`config.mk`:
```
export PLATFORM = sky130hd
export DESIGN_NAME = fifo_wr_arb_flat
export DESIGN_NICKNAME = d
export VERILOG_FILES = /design/src/rtl/fifo_wr_arb_if.sv /design/src/rtl/fifo_wr_arb.sv /design/src/flat_wrapper.sv
export SDC_FILE = /design/constraint.sdc
export NUM_CORES = 1
export LEC_CHECK = 0
export BUFFER_PORTS_ARGS = -buffer_cell sky130_fd_sc_hd__buf_2
export CAP_MARGIN = 20
export CORE_MARGIN = 5
export CORE_UTILIZATION = 39
export DETAILED_ROUTE_END_ITERATION = 12
export PLACE_DENSITY = 0.95
export SETUP_SLACK_MARGIN = 0.2
export SLEW_MARGIN = 20
export SYNTH_ARGS = -nofsm -noshare
export SYNTH_HDL_FRONTEND = slang
export SYNTH_SLANG_ARGS = --single-unit
```
`constraint.sdc`:
```
create_clock -name clk_i -period 2.4 [get_ports clk_i]
set_input_delay 0.24 -clock clk_i [delete_from_list [all_inputs] [get_ports clk_i]]
set_output_delay 0.24 -clock clk_i [all_outputs]
set_load 0.02 [all_outputs]
```
`src/rtl/fifo_wr_arb_if.sv`:
```
// fifo_wr_arb_if: requester beats, FIFO write port and status between a writer and the arbiter.
interface fifo_wr_arb_if #(
  parameter int N_REQ = 4,
  parameter int WIDTH = 32,
  parameter int DEPTH = 64
);
  logic [N_REQ-1:0]       req_valid_i;
  logic [N_REQ*WIDTH-1:0] req_data_i;
  logic [N_REQ-1:0]       req_last_i;
  logic [N_REQ-1:0]       req_ready_o;
  logic [N_REQ-1:0]       gnt_o;
  logic                   fifo_wr_en_o;
  logic [WIDTH-1:0]       fifo_wr_data_o;
  logic                   fifo_wr_full_i;
  logic [$clog2(DEPTH):0] fifo_wr_free_i;
  logic                   err_o;
  modport slave (
    input  req_valid_i, req_data_i, req_last_i, fifo_wr_full_i, fifo_wr_free_i,
    output req_ready_o, gnt_o, fifo_wr_en_o, fifo_wr_data_o, err_o
  );
  modport master (
    output req_valid_i, req_data_i, req_last_i, fifo_wr_full_i, fifo_wr_free_i,
    input  req_ready_o, gnt_o, fifo_wr_en_o, fifo_wr_data_o, err_o
  );
endinterface

```
`src/rtl/fifo_wr_arb.sv`:
```
// fifo_wr_arb: round-robin burst arbiter funnelling N_REQ requesters into one FIFO write port.
module fifo_wr_arb #(
  parameter int N_REQ = 4,
  parameter int WIDTH = 32,
  parameter int DEPTH = 64,
  parameter int BURST = 8
) (
  input logic          clk_i,
  input logic          rst_i,
  fifo_wr_arb_if.slave bus
);
  localparam int SW = $clog2(N_REQ);
  localparam int CW = $clog2(BURST + 1);
  localparam int FW = $clog2(DEPTH) + 1;
  typedef enum logic {S_IDLE, S_BURST} state_t;
  state_t           r_state, w_next;
  logic [SW-1:0]    r_ptr, r_sel, w_win, w_win_nxt;
  logic [CW-1:0]    r_cnt;
  logic [N_REQ-1:0] r_gnt;
  logic             r_err;
  logic             w_start, w_acc, w_last, w_cnt_end, w_end;
  logic [WIDTH-1:0] w_data;

  always_ff @(posedge clk_i or posedge rst_i)
    if (rst_i) r_state <= S_IDLE;
    else r_state <= w_next;

  // Offsets are scanned high to low so the smallest offset from r_ptr wins.
  always_comb begin
    w_win = '0;
    w_win_nxt = '0;
    for (int i = N_REQ - 1; i >= 0; i--)
      if (bus.req_valid_i[SW'((int'(r_ptr) + i) % N_REQ)]) begin
        w_win = SW'((int'(r_ptr) + i) % N_REQ);
        w_win_nxt = SW'((int'(r_ptr) + i + 1) % N_REQ);
      end
    w_start = |bus.req_valid_i && bus.fifo_wr_free_i >= FW'(BURST);
    w_cnt_end = r_cnt == CW'(BURST - 1);
    w_end = w_acc && (w_last || w_cnt_end);
    w_next = r_state == S_IDLE ? (w_start ? S_BURST : S_IDLE) : (w_end ? S_IDLE : S_BURST);
  end

  always_comb begin
    w_data = '0;
    for (int k = 0; k < N_REQ; k++)
      if (r_sel == SW'(k)) w_data = bus.req_data_i[k*WIDTH +: WIDTH];
    w_last = bus.req_last_i[r_sel];
    w_acc = r_state == S_BURST && bus.req_valid_i[r_sel] && !bus.fifo_wr_full_i;
    bus.fifo_wr_en_o = w_acc;
    bus.fifo_wr_data_o = w_acc ? w_data : '0;
    bus.req_ready_o = w_acc ? N_REQ'(1) << r_sel : '0;
    bus.gnt_o = r_gnt;
    bus.err_o = r_err;
  end

  always_ff @(posedge clk_i or posedge rst_i)
    if (rst_i) begin
      r_ptr <= '0;
      r_sel <= '0;
      r_cnt <= '0;
      r_gnt <= '0;
      r_err <= 1'b0;
    end else if (r_state == S_IDLE && w_start) begin
      r_sel <= w_win;
      r_ptr <= w_win_nxt;
      r_gnt <= N_REQ'(1) << w_win;
      r_cnt <= '0;
    end else if (w_acc) begin
      r_cnt <= r_cnt + 1'b1;
      if (w_end) r_gnt <= '0;
      if (w_cnt_end && !w_last) r_err <= 1'b1;
    end
endmodule

```
`src/flat_wrapper.sv`:
```
// flat-port wrapper written by rule: the top's interface ports become plain ports
module fifo_wr_arb_flat 
#(
  parameter int N_REQ = 4,
  parameter int WIDTH = 32,
  parameter int DEPTH = 64,
  parameter int BURST = 8
)
  (clk_i, rst_i, bus_req_valid_i, bus_req_data_i, bus_req_last_i, bus_fifo_wr_full_i, bus_fifo_wr_free_i, bus_req_ready_o, bus_gnt_o, bus_fifo_wr_en_o, bus_fifo_wr_data_o, bus_err_o);
  fifo_wr_arb_if #(.N_REQ(N_REQ), .WIDTH(WIDTH), .DEPTH(DEPTH)) bus_i ();
  input logic clk_i;
  input logic rst_i;
  input wire logic [$bits(bus_i.req_valid_i)-1:0] bus_req_valid_i;
  input wire logic [$bits(bus_i.req_data_i)-1:0] bus_req_data_i;
  input wire logic [$bits(bus_i.req_last_i)-1:0] bus_req_last_i;
  input wire logic [$bits(bus_i.fifo_wr_full_i)-1:0] bus_fifo_wr_full_i;
  input wire logic [$bits(bus_i.fifo_wr_free_i)-1:0] bus_fifo_wr_free_i;
  output wire logic [$bits(bus_i.req_ready_o)-1:0] bus_req_ready_o;
  output wire logic [$bits(bus_i.gnt_o)-1:0] bus_gnt_o;
  output wire logic [$bits(bus_i.fifo_wr_en_o)-1:0] bus_fifo_wr_en_o;
  output wire logic [$bits(bus_i.fifo_wr_data_o)-1:0] bus_fifo_wr_data_o;
  output wire logic [$bits(bus_i.err_o)-1:0] bus_err_o;
  assign bus_i.req_valid_i = bus_req_valid_i;
  assign bus_i.req_data_i = bus_req_data_i;
  assign bus_i.req_last_i = bus_req_last_i;
  assign bus_i.fifo_wr_full_i = bus_fifo_wr_full_i;
  assign bus_i.fifo_wr_free_i = bus_fifo_wr_free_i;
  assign bus_req_ready_o = bus_i.req_ready_o;
  assign bus_gnt_o = bus_i.gnt_o;
  assign bus_fifo_wr_en_o = bus_i.fifo_wr_en_o;
  assign bus_fifo_wr_data_o = bus_i.fifo_wr_data_o;
  assign bus_err_o = bus_i.err_o;
  fifo_wr_arb #(.N_REQ(N_REQ), .WIDTH(WIDTH), .DEPTH(DEPTH), .BURST(BURST)) u_core (.clk_i(clk_i), .rst_i(rst_i), .bus(bus_i));
endmodule
```
=== Word level (Yosys, flattened, before mapping) ===
Index checks and enable logic that the tools add are counted.

* Reductions and logical operators: 15
* Eq/ne operators: 4
* Add/subtract/negate cells: 7
* Shift-type cells: 2
* Bitwise logic cells: 2
* Muxes and demuxes: 38
* Magnitude comparators: 6

{| class="wikitable"
|+ Operator list
! operator !! number
|-
| 2-to-1 mux 32 bit || 5
|-
| 2-to-1 mux 4 bit || 6
|-
| less-than comparator 2 x 4 -> 1 bit, second input constant || 4
|-
| 2-to-1 mux 2 bit || 8
|-
| 2-to-1 mux 1 bit || 13
|-
| binary-select mux 1 bit (select 2 bit) || 6
|-
| adder 2 bit, second input constant || 4
|-
| left shift 1 x 2 -> 4 bit, first input constant || 2
|-
| >= comparator 7 x 4 -> 1 bit, second input constant || 1
|-
| logical AND 1 bit || 6
|-
| adder 2 x 1 -> 2 bit, second input constant || 2
|-
| adder 4 x 1 -> 4 bit, second input constant || 1
|-
| equality test 2 bit, second input constant || 2
|-
| equality test 4 x 3 -> 1 bit, second input constant || 1
|-
| nonzero test 2 bit || 2
|-
| OR reduction 4 bit || 1
|-
| less-than comparator 2 x 3 -> 1 bit, second input constant || 1
|-
| AND reduction 3 bit || 1
|-
| equality test 2 x 1 -> 1 bit, second input constant || 1
|-
| zero test 1 bit || 2
|-
| zero test 2 bit || 1
|-
| inverter 1 bit || 2
|-
| AND reduction 2 bit || 1
|-
| logical OR 1 bit || 1
|}

* Input port bits: 146
* Bits in registers: 14
* Word-level logic and storage cells: 80

=== Depth between registers and ports, before layout ===
Gate-level depths: netlist (run 1).

* Depth in word-level cells: 10
* Mapped depth: 6

=== Worst setup path after synthesis (run 1) ===
Ideal clock, no wire load.

* Kind: reg2out
* Start point: register u_core.r_sel[0]
* End point: output port bus_fifo_wr_data_o[0]
* Path buffers: 2
* Stages on the path, launching flop included: 5
* Setup slack: 619 ps
* Arrival: 1541 ps
* Data required time: 2160 ps
* Cells stage by stage: dfrtp_1 buf_4 buf_6 mux4_2 and3_1

* Cells in the longest elaborated chain, start to end: 6
* Elaborated cells between the ends (all ways): 13

{| class="wikitable"
|+ Ends and longest elaborated chain
! element !! RTL line !! source
|-
| start, declared || fifo_wr_arb.sv:17 || <nowiki>logic [SW-1:0] r_ptr, r_sel, w_win, w_win_nxt;</nowiki>
|-
| start signal, assigned || fifo_wr_arb.sv:64 || <nowiki>r_sel <= w_win;</nowiki>
|-
| zero test 2 bit || fifo_wr_arb.sv:46 || <nowiki>if (r_sel == SW'(k)) w_data = bus.req_data_i[k*WIDTH +: WIDTH];</nowiki>
|-
| 2-to-1 mux 32 bit (4 in a row) || fifo_wr_arb.sv:46 ||
|-
| 2-to-1 mux 32 bit (*) || fifo_wr_arb.sv:50 || <nowiki>bus.fifo_wr_data_o = w_acc ? w_data : '0;</nowiki>
|-
| end, declared || flat_wrapper.sv:21 || <nowiki>output wire logic [$bits(bus_i.fifo_wr_data_o)-1:0] bus_fifo_wr_data_o;</nowiki>
|}

Mark *: on every way between the ends. The rest lies on a longest branch, timed or not. The select of a mux whose other input is x is not followed.

=== Worst setup path in the final report (run 1) ===
* Start point: register u_core.r_sel[0]
* End point: output port bus_fifo_wr_data_o[28]

Same word-level chain as after synthesis.

==> impl_metrics.toml, run 1 <==
[run_status]
status = "finished clean"

[sta]
hold_viol_final = 0
setup_tns_ns = 0
rsz0062_at_grt = "yes"
relSlewSlack_pct = 57.0
period_share_pct = 88.9
skew_ns = 0.00434
final.min_clock_period_ns = 2.13
fmax_mhz = 469
setup_viol = 0
worst_slew_pin_slew_ns = 0.640
holdWs_ns = 0.0267
slew_viol_final = 0

[pwr]
p_leak_nw = 1.58
ir_drop_mv = 0.649
power.density_nw_per_um2 = 860

[clock_network]
cts_made_buffers = 3
holdBufCountCts = 0
cts_resized = 0
cts_sinks = 14
post_cts_buffers = 0
tritoncts = "yes"
insertion_delay_ns = 0.24
clock-root-buffer = "clkbuf_8"
clkTransAtPathRegs_ns = 0.06
h-tree-depth = 1
clockBufferDepth = 2

[place]
place_area_um2 = 2780
dp_hpwl_um = 6460
io_buffers = 184
gp_congestion = 0.891

[min_path]
worst_hold_path_type = "in2async"

[cells_and_area]
final_area_um2 = 2830
drive_above_1_share_pct = 69.3
fill_cells = 416
fin_util_pct = 60.6
diodes = 0
nets = 490
area_delta_synth_final_pct = 52.5

[synth]
synth_cell_types = 43
yosysSeqAreaShare_pct = 18.9
ys_top_cells_by_area = "mux4_2, dfrtp_1, and3_1"
syn_nets = 315
ys_ff_latch = 14
async_flop_share_pct = 100
syn-instance-count = 168
synth_largest_area_cell = "mux4_2"
ys_warn_count = 0
synth_top_area_share_pct = 41.3
synth_area_um2 = 1850
synth_area_per_cell_um2 = 11.0
synth_edf_count = 0
synth_ff_type = "dfrtp_1"

[detailed_routing]
drt-pass1-iter-count = 4
antenna_left = 0
wirelength_um = 7660
drc_errors = 0
wl_per_cell_um = 19.3
vias_per_cell = 5.71
vias = 2260
drtIter0Drc = 96

[global_route]
grt_pass1_wl_um = 11600
antenna_found_initial = 0
grt_max_degree = 33
first_global_vias = 2417
track_usage_pct = 23.5
grt_remaining_overflow = 0

[die]
core_area_um2 = 4660
io-pin-count = 188
start_util_pct = 39.8
fp.dieArea_um2 = 6230
rows = 25
die_w_um = 78.9
die_h_um = 78.9

[setup_path]
critical_path_arrival_ns = 1.89
reg2reg_from = "u_core.r_sel[0]$_DFFE_PP0P_"
crit_type = "reg2out"
crit_start = "u_core.r_sel[0]$_DFFE_PP0P_"
crit_path_end_kind = "output pin"
startpoint_type = "flop"
path_max_fanout = 22
required_ns = 2.16

[run]
cap_viol_max_count = 0
-- power by group --
| part | internal (mW) | total (mW) | switching [mW] |
|---|---|---|---|
| Sequential | 0.322 | 0.413 | 0.0906 |
| Clock | 0.117 | 0.196 | 0.0788 |
| Combinational | 0.905 | 1.82 | 0.918 |
| Total | 1.34 | 2.43 | 1.09 |
-- per-layer routing --
metal / global-route usage, % / share of wire, % / vias to the layer above
met5: 0 / 0 / -
met4: 8.42 / 3.3 / 0
met3: 4.99 / 8.4 / 26
met2: 44.3 / 53 / 118
met1: 25.7 / 35 / 1095
li1: - / - / 1021
-- cell families (layout without fill, tap and decap cells) --
kind of cell             Yosys count  in the layout  share of synthesized area [%]
AO/OA/AOI/OAI                     24             24                           10.1
XOR/XNOR                           2              2                          0.945
adder cells (fa/ha/maj)            1              1                          0.675
buffers and inverters             23            197                           6.68
flip-flops                        14             14                           18.9
multiplexers                      35             35                           41.9
AND/OR/NAND/NOR                   69             69                           20.9
-- path summary, 6_finish.rpt --
check	cells after the start	slack (ns)	to
worst max-delay path	4	0.27	bus_fifo_wr_data_o[28]
worst min-delay path	2	0.03	u_core.bus.gnt_o[0]$_DFFE_PP0P_
worst max register to register	5	0.58	u_core.bus.gnt_o[1]$_DFFE_PP0P_
worst min register to register	1	0.47	u_core.bus.err_o$_DFFE_PP0P_
max in group asynchronous	2	1.99	u_core.r_sel[0]$_DFFE_PP0P_
min in group clk_i	5	0.36	u_core.r_state$_DFF_PP0_
-- synth_stat cells (2+ instances only) --
cell type,n
buf_4,2
buf_6,3
nor3_1,2
nand3_1,2
o21ai_0,6
mux4_2,34
and3_1,33
nand2_1,12
inv_1,2
buf_2,6
nor2_1,8
a22o_1,2
a21o_1,2
dfrtp_1,14
a21oi_1,2
nor4_1,2
nor2b_1,2
clkbuf_1,8
a21boi_0,2
-- state kept, by name, indices dropped and copies added, names as in the netlist --
register,flops
u_core.r_cnt,4
u_core.bus.gnt_o,4
u_core.r_state,1
u_core.r_sel,2
u_core.bus.err_o,1
u_core.r_ptr,2
-- through the flow --
stage / worst slack, ns / std cells / total power, mW
6_report: 0.266 / 396 / 2.43
5_1_grt: 0.193 / 396 / 2.63
4_1_cts: 0.269 / 396 / 2.44
3_5_place_dp: 0.512 / 392 / 2.24
3_3_place_gp: 0.536 / 392 / 2.19
2_1_floorplan: 0.619 / 168 / 1.80
-- area by class of cell --
| type | instances | area (um2) | share of cell area, % |
|---|---|---|---|
| clock buffer | 4 | 45.0 | 1.59 |
| inverter | 3 | 11.3 | 0.398 |
| multi-input combinational | 131 | 1380 | 48.9 |
| sequential | 14 | 352 | 12.4 |
| tap | 54 | 67.6 | 2.39 |
| timing repair buffer | 190 | 970 | 34.3 |
-- layout by cell type (no fill, tap or decap), drive strengths merged --
cell type and n:
inv 3, ha 1, xor2 1, a21o 2, o221ai 1, a21oi 2, nor2 8, nor3b 1
xnor2 1, nand3 2, and2 1, o22ai 1, or3b 1, o21ai 6, nor4 2, and3b 1
a2bb2o 1, or2 1, buf 190, or3 1, o2bb2ai 1, mux2i 1, o22a 1, a21boi 2
o31ai 1, nand2 13, nor3 2, nor2b 2, and3 33, a31o 1, a22o 2, or4 1
mux4 34, o211ai 2, clkbuf 4, dfrtp 14, a221o 1
-- worst max-delay path, stage by stage (launching register included) --
cell and delay, ns:
dfrtp_2 0.39, mux4_2 0.66, buf_4 0.26, and3_1 0.18, buf_2 0.16
Note: power is estimated with default switching activity, not from simulation.
==> inputs of run 2 (changes only) <==
- MAX_ROUTING_LAYER: default -> met4
- RECOVER_POWER: default -> 25
==> run 2 against run 1 <==
Die area stayed put. Via count is 0.27% higher. Flip-flop and latch count stayed put. Critical path type unchanged. Critical endpoint unchanged.
==> impl_metrics.toml, run 2 (same netlist as run 1, synthesis figures left out) <==
[cells_and_area]
drive_above_1_share_pct = 68.4
mostFrequentLayoutCells = "buf_2, mux4_2, and3_1, dfrtp_1, nand2_1"
nets = 490
final_area_um2 = 2820
fill_cells = 419
diodes = 0
fin_util_pct = 60.6
final_common_cell = "buf_2"
area_delta_synth_final_pct = 52.3

[clock_network]
cts_sinks = 14
clkTransAtPathRegs_ns = 0.06
clock-root-buffer = "clkbuf_8"
cts_made_buffers = 3
insertion_delay_ns = 0.24
post_cts_buffers = 0
tritoncts = "yes"
clockBufferDepth = 2
cts_resized = 0
holdBufCountCts = 0
h-tree-depth = 1

[setup_path]
critPathBufInv = 2
path_depth = 4
path_cells = "mux4_2 -> buf_4 -> and3_1 -> buf_2"
critical_path_arrival_ns = 1.89
crit_slowest_cell = "mux4_2"
endpoint = "bus_fifo_wr_data_o[28]"
crit_start = "u_core.r_sel[0]$_DFFE_PP0P_"
path_max_fanout = 22
cp_top_family = "multiplexers"
required_ns = 2.16
reg2reg_from = "u_core.r_sel[0]$_DFFE_PP0P_"
crit_type = "reg2out"
rrSetupSlack_ns = 0.59
rr_worst_depth = 5
slowest_delay_ns = 0.66
startpoint_type = "flop"
crit-reg2reg-capture = "u_core.bus.gnt_o[1]$_DFFE_PP0P_"
crit_path_end_kind = "output pin"

[sta]
finalWorstSetupSlack_ns = 0.271
setup_viol = 0
slew_viol_final = 0
skew_ns = 0.00557
hold_viol_final = 0
worst_slew_pin_slew_ns = 0.638
setup_tns_ns = 0
final.min_clock_period_ns = 2.13
fmax_mhz = 470
relSlewSlack_pct = 57.1
rsz0062_at_grt = "yes"
period_share_pct = 88.7

[die]
die_w_um = 78.9
core_area_um2 = 4660
die_h_um = 78.9
io-pin-count = 188
fp.dieArea_um2 = 6230
start_util_pct = 39.8
rows = 25

[place]
dp_hpwl_um = 6460
place_area_um2 = 2780
place_ws_ns = 0.512
gp_congestion = 0.906
io_buffers = 184

[min_path]
worst_hold_path_type = "in2async"

[run_status]
status = "finished clean"

[detailed_routing]
wirelength_um = 7660
vias = 2266
wl_per_cell_um = 19.3
drt-pass1-iter-count = 4
drtIter0Drc = 84
vias_per_cell = 5.72
drc_errors = 0
antenna_left = 0

[pwr]
swShare_pct = 44.7
p_sw_mw = 1.08
pwr-share-clk_pct = 8.0
p_int_mw = 1.34
ir_drop_mv = 0.652
power_frac_comb_pct = 75.0
power.density_nw_per_um2 = 859
p_leak_nw = 1.57
seqPwrFrac_pct = 17.0

[run]
cap_viol_max_count = 0

[global_route]
grt_remaining_overflow = 0
antenna_found_initial = 0
first_global_vias = 2416
grt_max_degree = 33
track_usage_pct = 24.0
grt_pass1_wl_um = 11500
## run 2: power by group through the flow
stage	registers (mW)	clock network, mW	logic (mW)
after CTS	0.409	0.204	1.83
after detailed placement	0.412	0	1.82
after global placement	0.407	0	1.78
final	0.412	0.194	1.82
after floorplan	0.413	0	1.39
after global routing	0.424	0.215	1.99
## run 2: stage by stage
step / hold slack, ns / std cells / total power, mW
after floorplan: 0.129 / 168 / 1.80
after global placement: 0.291 / 392 / 2.19
after detailed placement: 0.305 / 392 / 2.24
after CTS: 0.0399 / 396 / 2.44
after global routing: 0.0787 / 396 / 2.63
final: 0.0283 / 396 / 2.42
## run 2: worst reg2reg max path: cells and delay by family, from the launching register on
family | cells | cell delay, ns
compound gates | 2 | 0.33
buf+inv | 1 | 0.25
flops | 1 | 0.39
mux | 1 | 0.58
simple gates | 1 | 0.20
## run 2: how the worst min path moves through the flow
stage / from / endpoint / slack, ns / depth (start not counted)
final: rst_i / u_core.bus.gnt_o[0]$_DFFE_PP0P_ / 0.03 / 2
after global routing: rst_i / u_core.bus.gnt_o[0]$_DFFE_PP0P_ / 0.08 / 2
after CTS: rst_i / u_core.bus.gnt_o[0]$_DFFE_PP0P_ / 0.04 / 2
after detailed placement: rst_i / u_core.bus.gnt_o[0]$_DFFE_PP0P_ / 0.30 / 2
after global placement: rst_i / u_core.bus.gnt_o[2]$_DFFE_PP0P_ / 0.29 / 2
after floorplan: rst_i / u_core.bus.err_o$_DFFE_PP0P_ / 0.13 / 1
## run 2: cell type report
class / instances / area, um2 / share of cell area [%]
Inverter: 3 / 11.3 / 0.399
Sequential cell: 14 / 352 / 12.5
Multi-Input combinational cell: 131 / 1380 / 48.9
Tap cell: 54 / 67.6 / 2.39
Clock buffer: 4 / 45.0 / 1.60
Timing Repair Buffer: 190 / 966 / 34.2
## run 2: routing by layer
layer / track usage [%] / routed length [um] / vias up
met5: - / 0 / -
met4: 8.42 / 238 / 0
met3: 4.54 / 630 / 28
met2: 44.1 / 4100 / 121
met1: 26.0 / 2680 / 1096
li1: - / - / 1021
==> inputs of run 3 (changes only) <==
- CORE_UTILIZATION: 39 -> 40
- CTS_BUF_LIST: default -> sky130_fd_sc_hd__clkbuf_2
- GPL_TIMING_DRIVEN: default -> 0
==> run 3 against run 2 <==
Total power grew 10%. Global-route usage grew 2.5 points. Sequential power shrank 3%. Utilization grew 7.6 points. Maximum frequency shrank 0.35%. Clock-buffer cell count shrank 1. Routed wire length grew 6.6%. Setup slack lost 0.0074 ns. Combinational power grew 18%. Critical path depth grew 1. Worst hold slack gained 0.33 ns. Die area shrank 2.2%. Critical path type unchanged.
==> impl_metrics.toml, run 3 (same netlist as run 1, synthesis figures left out) <==
[detailed_routing]
vias = 2344
drtIter0Drc = 94
wirelength_um = 8160
wl_per_cell_um = 19.7
drt-pass1-iter-count = 4
drc_errors = 0
antenna_left = 0
vias_per_cell = 5.66

[global_route]
track_usage_pct = 26.5
first_global_vias = 2497
grt_remaining_overflow = 0
grt_max_degree = 15
antenna_found_initial = 1
grt_pass1_wl_um = 12600

[clock_network]
h-tree-depth = 1
tritoncts = "yes"
clockBufferDepth = 2
clock-root-buffer = "clkbuf_2"
clkTransAtPathRegs_ns = 0.14
insertion_delay_ns = 0.30
cts_made_buffers = 3
cts_sinks = 14

[sta]
setup_tns_ns = 0
rsz0062_at_grt = "yes"
fmax_mhz = 468
relSlewSlack_pct = 57.2
hold_viol_final = 0
final.min_clock_period_ns = 2.14
setup_viol = 0
slew_viol_final = 0
skew_ns = 0.0110
worst_slew_pin_slew_ns = 0.638
period_share_pct = 89.0

[min_path]
min_from = "bus_req_valid_i[3]"
worst_hold_path_type = "in2reg"

[pwr]
swShare_pct = 44.5
seqPwrFrac_pct = 14.9
ir_drop_mv = 0.561
power.density_nw_per_um2 = 888
p_leak_nw = 1.66
power_frac_comb_pct = 80.5
pwr-share-clk_pct = 4.6
p_int_mw = 1.48
p_sw_mw = 1.19

[cells_and_area]
mostFrequentLayoutCells = "buf_2, mux4_2, and3_1, dfrtp_1, nand2_1"
drive_above_1_share_pct = 69.3
fill_cells = 352
final_area_um2 = 3010
area_delta_synth_final_pct = 62.5
nets = 509
final_common_cell = "buf_2"
fin_util_pct = 68.2

[setup_path]
crit_start = "u_core.r_sel[0]$_DFFE_PP0P_"
reg2reg_from = "u_core.r_sel[0]$_DFFE_PP0P_"
path_max_fanout = 10
crit_type = "reg2out"
path_cells = "buf_12 -> buf_12 -> mux4_2 -> and3_1 -> buf_2"
crit_slowest_cell = "mux4_2"
cp_common_cell = "buf_12"
slowest_delay_ns = 0.51
critical_path_arrival_ns = 1.90
required_ns = 2.16
startpoint_type = "flop"
crit_path_end_kind = "output pin"

[place]
place_area_um2 = 2820
gp_congestion = 0.890
io_buffers = 181
dp_hpwl_um = 6920

[die]
die_h_um = 78.1
die_w_um = 78.1
io-pin-count = 188
fp.dieArea_um2 = 6090
rows = 24
start_util_pct = 42.0
core_area_um2 = 4410

[run]
cap_viol_max_count = 0

[run_status]
status = "finished clean"
## run 3: path summary, 6_finish.rpt
path,endpoint,slack (ns),cells past startpoint
worst min register to register,u_core.r_cnt[3]$_DFFE_PP0P_,0.50,1
worst max-delay path,bus_fifo_wr_data_o[28],0.26,5
worst min-delay path,u_core.bus.gnt_o[0]$_DFFE_PP0P_,0.36,3
worst max register to register,u_core.bus.gnt_o[3]$_DFFE_PP0P_,0.64,5
max in group asynchronous,u_core.r_sel[0]$_DFFE_PP0P_,1.50,3
min in group asynchronous,u_core.bus.gnt_o[1]$_DFFE_PP0P_,0.50,3
## run 3: repair_timing
item | in CTS | in global routing
resized for setup | 8 | 34
pin swaps | 0 | 1
cloned | 0 | 0
setup endpoints to repair | 27 | 34
buffers inserted | 5 | 2
endpoints found under the hold margin | 14 | 0
hold buffers | 1 | 0
## run 3: final cells by class
class | count | area (um2) | share of cell area, %
timing repair buffer | 189 | 983 | 32.7
clock inverter | 1 | 3.75 | 0.125
sequential | 14 | 352 | 11.7
clock buffer | 3 | 15.0 | 0.499
antenna | 1 | 2.50 | 0.0831
buffer | 20 | 184 | 6.11
tap | 52 | 65.1 | 2.16
inverter | 3 | 16.3 | 0.540
multi-input combinational | 131 | 1390 | 46.1
## run 3: per-layer routing
layer | wire length, um | GRT usage, % | up-vias
li1 | - | - | 1064
met1 | 2740 | 28.9 | 1120
met2 | 4420 | 47.4 | 139
met3 | 764 | 5.61 | 21
met4 | 240 | 9.46 | 0
met5 | 0 | - | -
## run 3: power groups by stage
stage	sequential [mW]	clock [mW]	combinational (mW)
2_1_floorplan	0.413	0	1.39
3_3_place_gp	0.389	0	1.87
3_5_place_dp	0.395	0	1.93
4_1_cts	0.394	0.120	2.05
5_1_grt	0.412	0.132	2.33
6_report	0.400	0.122	2.15
## run 3: metrics by stage
step | setup WS [ns] | hold slack, ns | power [mW] | std cells
global route | 0.179 | 0.353 | 2.87 | 414
finish | 0.263 | 0.361 | 2.67 | 414
floorplan | 0.619 | 0.129 | 1.80 | 168
detailed placement | 0.244 | 0.312 | 2.33 | 401
CTS | 0.197 | 0.369 | 2.57 | 411
global placement | 0.295 | 0.295 | 2.26 | 401
## run 3: critical path, delay by kind of cell (launching register included)
kind	cells	cell delay, ns
muxes	1	0.51
and+or+nand+nor	1	0.21
DFF	1	0.44
buffers and inverters	3	0.45
